--- src/rtl/elev_pkg.sv ---
// Direction encoding shared by the hall call scheduler, the motion FSM and
// the segment display decoding.
package elev_pkg;
   typedef enum logic [1:0] {
      DIR_IDLE = 2'b00,
      DIR_UP   = 2'b01,
      DIR_DN   = 2'b10
   } dir_t;
endpackage

--- src/rtl/hall_call_scheduler_if.sv ---
// Button, car-status and lamp/command signals between the front end,
// the scheduler and the motion FSM.
interface hall_call_scheduler_if
   import elev_pkg::*;
#(
   parameter int N_FLOORS = 4,
   parameter int FL_W     = 4
);
   logic [N_FLOORS-1:0] cab_btn;
   logic [N_FLOORS-1:0] hall_up;
   logic [N_FLOORS-1:0] hall_dn;
   logic [FL_W-1:0]     cur_floor;
   logic                at_floor;
   logic                car_idle;
   logic [N_FLOORS-1:0] cab_pend;
   logic [N_FLOORS-1:0] up_pend;
   logic [N_FLOORS-1:0] dn_pend;
   logic                any_pend;
   dir_t                dir;
   logic [FL_W-1:0]     target;
   logic                target_vld;

   modport master (
      output cab_btn, hall_up, hall_dn, cur_floor, at_floor, car_idle,
      input  cab_pend, up_pend, dn_pend, any_pend, dir, target, target_vld
   );

   modport slave (
      input  cab_btn, hall_up, hall_dn, cur_floor, at_floor, car_idle,
      output cab_pend, up_pend, dn_pend, any_pend, dir, target, target_vld
   );
endinterface

--- src/rtl/hall_call_scheduler_btn_edge.sv ---
// Two-flop synchroniser followed by a rising-edge detector, one lane per button.
module btn_edge #(
   parameter int W = 4
) (
   input  logic         clk,
   input  logic         rst_n,
   input  logic [W-1:0] din,
   output logic [W-1:0] press
);
   logic [W-1:0] meta_q, meta_d;
   logic [W-1:0] sync_q, sync_d;
   logic [W-1:0] prev_q, prev_d;

   always_comb begin
      meta_d = din;
      sync_d = meta_q;
      prev_d = sync_q;
   end

   always_ff @(posedge clk or negedge rst_n) begin
      if (!rst_n) begin
         meta_q <= '0;
         sync_q <= '0;
         prev_q <= '0;
      end else begin
         meta_q <= meta_d;
         sync_q <= sync_d;
         prev_q <= prev_d;
      end
   end

   assign press = sync_q & ~prev_q;
endmodule

--- src/rtl/hall_call_scheduler.sv ---
// Pending-call registry with SCAN direction control; issues the next stop
// floor to the motion FSM and drives the call lamps.
module hall_call_scheduler
   import elev_pkg::*;
#(
   parameter int N_FLOORS = 4,
   parameter int FL_W     = 4
) (
   input logic                  clk,
   input logic                  rst_n,
   hall_call_scheduler_if.slave bus
);
   localparam logic [FL_W-1:0] TOP_FLOOR = FL_W'(N_FLOORS);

   logic [N_FLOORS-1:0] cab_press, up_press, dn_press, up_set, dn_set;
   logic [N_FLOORS-1:0] here_k, at_k, all_pend;
   logic [N_FLOORS-1:0] cab_pend_q, cab_pend_d, up_pend_q, up_pend_d, dn_pend_q, dn_pend_d;
   logic                any_pend_q, any_pend_d, cur_ok;
   logic [FL_W-1:0]     near_up, near_dn, gap_up, gap_dn;
   logic [FL_W-1:0]     target_q, target_d;
   logic                vld_q, vld_d;
   dir_t                dir_q, dir_d;

   // Nearest pending floor strictly above/below cur; 0 when there is none.
   function automatic logic [FL_W-1:0] pick(input logic [N_FLOORS-1:0] m,
                                            input logic [FL_W-1:0] cur,
                                            input logic above, input logic lowest);
      logic [FL_W-1:0] r, f;
      r = '0;
      for (int i = 0; i < N_FLOORS; i++) begin
         f = FL_W'(i + 1);
         if (m[i] && (above ? (f > cur) : (f < cur)) && (!lowest || r == '0)) r = f;
      end
      return r;
   endfunction

   btn_edge #(.W(N_FLOORS)) u_cab (.clk(clk), .rst_n(rst_n), .din(bus.cab_btn), .press(cab_press));
   btn_edge #(.W(N_FLOORS)) u_up  (.clk(clk), .rst_n(rst_n), .din(bus.hall_up), .press(up_press));
   btn_edge #(.W(N_FLOORS)) u_dn  (.clk(clk), .rst_n(rst_n), .din(bus.hall_dn), .press(dn_press));

   always_comb begin : call_registry
      cur_ok = (bus.cur_floor != '0) && (bus.cur_floor <= TOP_FLOOR);
      here_k = '0;
      for (int i = 0; i < N_FLOORS; i++) here_k[i] = cur_ok && (bus.cur_floor == FL_W'(i + 1));
      at_k = bus.at_floor ? here_k : '0;
      up_set = up_press;
      up_set[N_FLOORS-1] = 1'b0;
      dn_set = dn_press;
      dn_set[0] = 1'b0;
      // Clear is applied after set so a service strobe wins over a same-cycle press.
      cab_pend_d = (cab_pend_q | cab_press) & ~at_k;
      up_pend_d  = (up_pend_q | up_set) & ~((dir_q != DIR_DN) ? at_k : '0);
      dn_pend_d  = (dn_pend_q | dn_set) & ~((dir_q != DIR_UP) ? at_k : '0);
      any_pend_d = |{cab_pend_d, up_pend_d, dn_pend_d};
   end

   always_ff @(posedge clk or negedge rst_n) begin
      if (!rst_n) begin
         cab_pend_q <= '0;
         up_pend_q  <= '0;
         dn_pend_q  <= '0;
         any_pend_q <= 1'b0;
      end else begin
         cab_pend_q <= cab_pend_d;
         up_pend_q  <= up_pend_d;
         dn_pend_q  <= dn_pend_d;
         any_pend_q <= any_pend_d;
      end
   end

   always_ff @(posedge clk or negedge rst_n) begin : dir_state
      if (!rst_n) begin
         dir_q    <= DIR_IDLE;
         target_q <= '0;
         vld_q    <= 1'b0;
      end else begin
         dir_q    <= dir_d;
         target_q <= target_d;
         vld_q    <= vld_d;
      end
   end

   always_comb begin : dir_next
      all_pend = cab_pend_q | up_pend_q | dn_pend_q;
      near_up  = pick(all_pend, bus.cur_floor, 1'b1, 1'b1);
      near_dn  = pick(all_pend, bus.cur_floor, 1'b0, 1'b0);
      gap_up   = near_up - bus.cur_floor;
      gap_dn   = bus.cur_floor - near_dn;
      dir_d    = dir_q;
      if (cur_ok && bus.car_idle) begin
         case (dir_q)
            DIR_IDLE: begin
               if (near_up != '0 && near_dn != '0) dir_d = (gap_up <= gap_dn) ? DIR_UP : DIR_DN;
               else if (near_up != '0)             dir_d = DIR_UP;
               else if (near_dn != '0)             dir_d = DIR_DN;
            end
            DIR_UP:  dir_d = (near_up != '0) ? DIR_UP : ((near_dn != '0) ? DIR_DN : DIR_IDLE);
            DIR_DN:  dir_d = (near_dn != '0) ? DIR_DN : ((near_up != '0) ? DIR_UP : DIR_IDLE);
            default: dir_d = DIR_IDLE;
         endcase
      end
   end

   always_comb begin : target_sel
      target_d = '0;
      if (cur_ok) begin
         case (dir_d)
            DIR_UP: begin
               target_d = pick(cab_pend_q | up_pend_q, bus.cur_floor, 1'b1, 1'b1);
               if (target_d == '0) target_d = pick(dn_pend_q, bus.cur_floor, 1'b1, 1'b0);
            end
            DIR_DN: begin
               target_d = pick(cab_pend_q | dn_pend_q, bus.cur_floor, 1'b0, 1'b0);
               if (target_d == '0) target_d = pick(up_pend_q, bus.cur_floor, 1'b0, 1'b1);
            end
            default: target_d = (|(all_pend & here_k)) ? bus.cur_floor : '0;
         endcase
      end
      vld_d = (target_d != '0);
   end

   assign bus.cab_pend   = cab_pend_q;
   assign bus.up_pend    = up_pend_q;
   assign bus.dn_pend    = dn_pend_q;
   assign bus.any_pend   = any_pend_q;
   assign bus.dir        = dir_q;
   assign bus.target     = target_q;
   assign bus.target_vld = vld_q;
endmodule

--- src/flat_wrapper.sv ---
// flat-port wrapper written by rule: the top's interface ports become plain ports
module hall_call_scheduler_flat import elev_pkg::*;
#(
   parameter int N_FLOORS = 4,
   parameter int FL_W     = 4
)
  (clk, rst_n, bus_cab_btn, bus_hall_up, bus_hall_dn, bus_cur_floor, bus_at_floor, bus_car_idle, bus_cab_pend, bus_up_pend, bus_dn_pend, bus_any_pend, bus_dir, bus_target, bus_target_vld);
  hall_call_scheduler_if #(.N_FLOORS(N_FLOORS), .FL_W(FL_W)) bus_i ();
  input logic clk;
  input logic rst_n;
  input wire logic [$bits(bus_i.cab_btn)-1:0] bus_cab_btn;
  input wire logic [$bits(bus_i.hall_up)-1:0] bus_hall_up;
  input wire logic [$bits(bus_i.hall_dn)-1:0] bus_hall_dn;
  input wire logic [$bits(bus_i.cur_floor)-1:0] bus_cur_floor;
  input wire logic [$bits(bus_i.at_floor)-1:0] bus_at_floor;
  input wire logic [$bits(bus_i.car_idle)-1:0] bus_car_idle;
  output wire logic [$bits(bus_i.cab_pend)-1:0] bus_cab_pend;
  output wire logic [$bits(bus_i.up_pend)-1:0] bus_up_pend;
  output wire logic [$bits(bus_i.dn_pend)-1:0] bus_dn_pend;
  output wire logic [$bits(bus_i.any_pend)-1:0] bus_any_pend;
  output wire logic [$bits(bus_i.dir)-1:0] bus_dir;
  output wire logic [$bits(bus_i.target)-1:0] bus_target;
  output wire logic [$bits(bus_i.target_vld)-1:0] bus_target_vld;
  assign bus_i.cab_btn = bus_cab_btn;
  assign bus_i.hall_up = bus_hall_up;
  assign bus_i.hall_dn = bus_hall_dn;
  assign bus_i.cur_floor = bus_cur_floor;
  assign bus_i.at_floor = bus_at_floor;
  assign bus_i.car_idle = bus_car_idle;
  assign bus_cab_pend = bus_i.cab_pend;
  assign bus_up_pend = bus_i.up_pend;
  assign bus_dn_pend = bus_i.dn_pend;
  assign bus_any_pend = bus_i.any_pend;
  assign bus_dir = bus_i.dir;
  assign bus_target = bus_i.target;
  assign bus_target_vld = bus_i.target_vld;
  hall_call_scheduler #(.N_FLOORS(N_FLOORS), .FL_W(FL_W)) u_core (.clk(clk), .rst_n(rst_n), .bus(bus_i));
endmodule
--- config.mk ---
export PLATFORM = sky130hd
export DESIGN_NAME = hall_call_scheduler_flat
export DESIGN_NICKNAME = d
export VERILOG_FILES = /design/src/rtl/elev_pkg.sv /design/src/rtl/hall_call_scheduler_if.sv /design/src/rtl/hall_call_scheduler_btn_edge.sv /design/src/rtl/hall_call_scheduler.sv /design/src/flat_wrapper.sv
export SDC_FILE = /design/constraint.sdc
export NUM_CORES = 1
export LEC_CHECK = 0
export ABC_AREA = 1
export CAP_MARGIN = 10
export CORE_MARGIN = 1.5
export CORE_UTILIZATION = 43
export CTS_BUF_LIST = sky130_fd_sc_hd__clkbuf_2
export CTS_CLUSTER_SIZE = 20
export DETAILED_ROUTE_END_ITERATION = 10
export DONT_BUFFER_PORTS = 1
export HOLD_SLACK_MARGIN = 0.06
export PLACE_DENSITY_LB_ADDON = 0.1
export SLEW_MARGIN = 25
export SYNTH_ARGS = -nofsm -noshare
export SYNTH_HDL_FRONTEND = slang
export SYNTH_SLANG_ARGS = --single-unit
--- constraint.sdc ---
create_clock -name clk -period 4.3 [get_ports clk]
set_input_delay 0.86 -clock clk [delete_from_list [all_inputs] [get_ports clk]]
set_output_delay 0.86 -clock clk [all_outputs]
set_load 0.02 [all_outputs]
==> results by group <==
STA
  • Post-Route Skew: 18.4 ps
  • RSZ-0062 raised after global routing: false
  • Final Critical Period: 3750 ps
  • Setup slack after layout: 546 ps
  • TNS Setup: 0 ps
  • Final setup fails: 0
  • Final Max Tran Viols: 0
  • Final Hold Violating Endpoints: 0
  • Fin crit share: 87.3%
  • F_max: 266 MHz

Critical path
  • Critical path capture point type: flop
  • CP Max Fanout: 6
  • Setup slack, reg-to-reg: 550 ps
  • Worst R2R End: u_core.bus.target_vld
  • Setup Crit Path Kind: flop to flop
  • R2R cell count: 23
  • Req. time, crit path: 4640 ps
  • Worst R2R Start: u_core.bus.up_pend[1]
  • Worst Path Arrival: 4100 ps
  • Worst setup SP type: flop

Pwr
  • Power per cell area: 408 nW/um2
  • Peak VDD IR: 0.199 mV
  • Leakage dissipation: 0.00144 uW

Routing
  • Vias: 1,886
  • Post-route ant nets: 0
  • Drt pass-1 iters: 4
  • Initial drt markers: 101
  • DR DRC count: 0
  • Routed wire length: 5200 um
  • Vias per cell: 4.95
  • Drt wl/cell: 13.7 um

Synth
  • Post-synthesis sequential area ratio: 50.0%
  • Largest area contributor in the netlist: dfrtp_1
  • Syn Inst Count: 297
  • Syn nets: 331
  • Top cell type's share of synthesized area: 50.0%
  • Mapped Area: 2500 um2
  • Post-synthesis cell type count: 29
  • Syn avg cell area: 8.43 um2
  • Synthesized flop and latch total: 50
  • Ys Warns: 0
  • Leading post-synthesis cells by cell area: dfrtp_1 (50%), nand2_1 (10%), inv_1 (8.4%)

Hold path
  • Hold Crit Class: input pin to asynchronous set/reset pin

CTS
  • Clk Latency, worst-skew pair: 420 ps
  • CTS Buffer Depth: 2
  • Total CTS buffers: 5
  • Clock H-tree levels: 2
  • Root buffer cell: clkbuf_2
  • Clock Pin Slew Worst Setup and Hold Paths: 240 ps
  • Post-CTS Resized: 0
  • CTS tree: yes
  • Clk sinks: 50

Run status
  • Status: finished clean

Layout
  • Antenna cells: 0
  • Final nets: 342
  • Commonest non-fill, non-tap cells in the layout: nand2_1 (70), inv_1 (56), dfrtp_1 (50), a21oi_1 (26), nand3_1 (21)
  • Share of cells above drive strength 1: 7.77%
  • Area Growth Syn to Fin: 8.20%
  • Commonest non-fill, non-tap cell in the layout: nand2_1
  • Core Util, Final: 48.6%

Floorplan
  • Die Height: 79.3 um
  • Die area: 6290 um2
  • Initial core utilization: 44.9%
  • Cell Rows: 27
  • Die Span X: 79.3 um
  • Core area: 5570 um2
  • Io pins: 40

Place
  • DP HPWL: 4110 um
  • DP Worst Slack: 155 ps
  • PortBufs: 0
  • Final Wtd Congestion: 0.885

GRT
  • Largest net degree at the start of global routing: 42
  • Vias in the first global route: 1,967
  • Total gr overflow: 0
  • Overall global routing resource usage: 19.0%
  • Initial antenna violation count: 0
  • First-pass GRT wire length: 9170 um

Job
  • Max Cap Viol: 0
state kept, by name (all words and copies together), names as in the netlist, 4 cells and up:
| name | cells |
|---|---|
| u_core.u_cab.meta_q | 4 |
| u_core.bus.cab_pend | 4 |
| u_core.bus.target | 4 |
| u_core.u_cab.prev_d | 4 |
| u_core.u_cab.prev_q | 4 |
| u_core.bus.up_pend | 4 |
| u_core.bus.dn_pend | 4 |
worst max path at each step:
stage | start | to | depth (start not counted) | slack (ps)
finish | u_core.bus.up_pend[1] | u_core.bus.target_vld | 23 | 550
global route | u_core.bus.dn_pend[1] | u_core.bus.target_vld | 23 | 10
CTS | u_core.bus.up_pend[1] | u_core.bus.target_vld | 23 | 520
detailed placement | bus_cur_floor[2] | u_core.bus.target_vld | 23 | 160
global placement | bus_cur_floor[2] | u_core.bus.target_vld | 24 | 170
floorplan | bus_cur_floor[2] | u_core.bus.target_vld | 23 | 520
what timing repair did:
item	CTS	global route
setup endpoints to repair	0	0
hold endpoints to repair	41	0
hold buffers	1	0
setup buffers	0	0
cell families (layout without fill, tap and decap cells):
group	Yosys count	count (layout)	share of synthesized area [%]
xor+xnor	4	4	1.40
other cells	1	1	0.150
compound gates	49	49	10.8
simple gates	120	120	21.0
buf+inv	59	71	9.00
fa+ha+maj	14	14	7.60
flops	50	50	50.0
layout make-up:
class | instances | area [um2]
clock buffer | 5 | 25.0
clock inverter | 3 | 43.8
timing repair buffer | 6 | 57.6
tap | 72 | 90.1
sequential | 50 | 1250
fill | 549 | 2870
multi-input combinational | 188 | 1030
inverter | 57 | 214
through the flow:
| step | cell area [um2] | hold WS, ps | std cells | total power [uW] |
|---|---|---|---|---|
| finish | 2710 | 107 | 381 | 1100 |
| global route | 2710 | 60.2 | 381 | 1190 |
| detailed placement | 2620 | 335 | 372 | 861 |
| CTS | 2710 | 82.0 | 381 | 1120 |
| floorplan | 2500 | 331 | 297 | 796 |
| global placement | 2620 | 333 | 372 | 857 |
cell usage after synthesis:
| master | n |
|---|---|
| inv_2 | 1 |
| nand4_1 | 2 |
| a21boi_0 | 1 |
| nor3_1 | 2 |
| nor2_2 | 1 |
| a21oi_1 | 26 |
| xor2_1 | 3 |
| ha_1 | 12 |
| nor2_1 | 15 |
| nand2_2 | 3 |
| o21ai_1 | 1 |
| conb_1 | 1 |
| clkbuf_1 | 1 |
| inv_1 | 56 |
| fa_1 | 2 |
| dfrtp_1 | 50 |
| buf_4 | 1 |
| a32oi_1 | 1 |
| o21ai_0 | 11 |
| xnor2_1 | 1 |
| o21ai_2 | 1 |
| a31oi_1 | 3 |
| o211ai_1 | 1 |
| nand3_1 | 21 |
| nor4_1 | 2 |
| nor3_2 | 2 |
| nand2_1 | 70 |
| o21bai_1 | 4 |
| nor2_4 | 2 |
critical path, cell delays in order (launching register included):
cell      delay, ps
dfrtp_1         530
inv_1           170
nand3_1         150
nand2_1         130
nand3_1          70
a21boi_0        160
ha_1            170
inv_1            60
fa_1            470
inv_1            40
ha_1            280
inv_1            40
o21bai_1        110
nand2_1          60
a32oi_1         190
nand2_1          80
nand3_1         110
nand3_1          70
o21ai_0          90
ha_1            320
a31oi_1         170
nand2_1          70
nand2_1          80
nand3_1          80
where the power goes:
group / internal, uW / switching, uW
clock: 99.6 / 146
sequential: 517 / 83.2
combinational: 94.3 / 164
routing by layer:
| metal | up-vias | share of wire [%] | track usage, % |
|---|---|---|---|
| met5 | - | 0 | 0 |
| met2 | 44 | 49 | 32.3 |
| li1 | 964 | - | - |
| met3 | 6 | 4.7 | 4.60 |
| met1 | 872 | 45 | 23.8 |
| met4 | 0 | 1.7 | 6.14 |
Note: power is estimated with default switching activity, not from simulation.
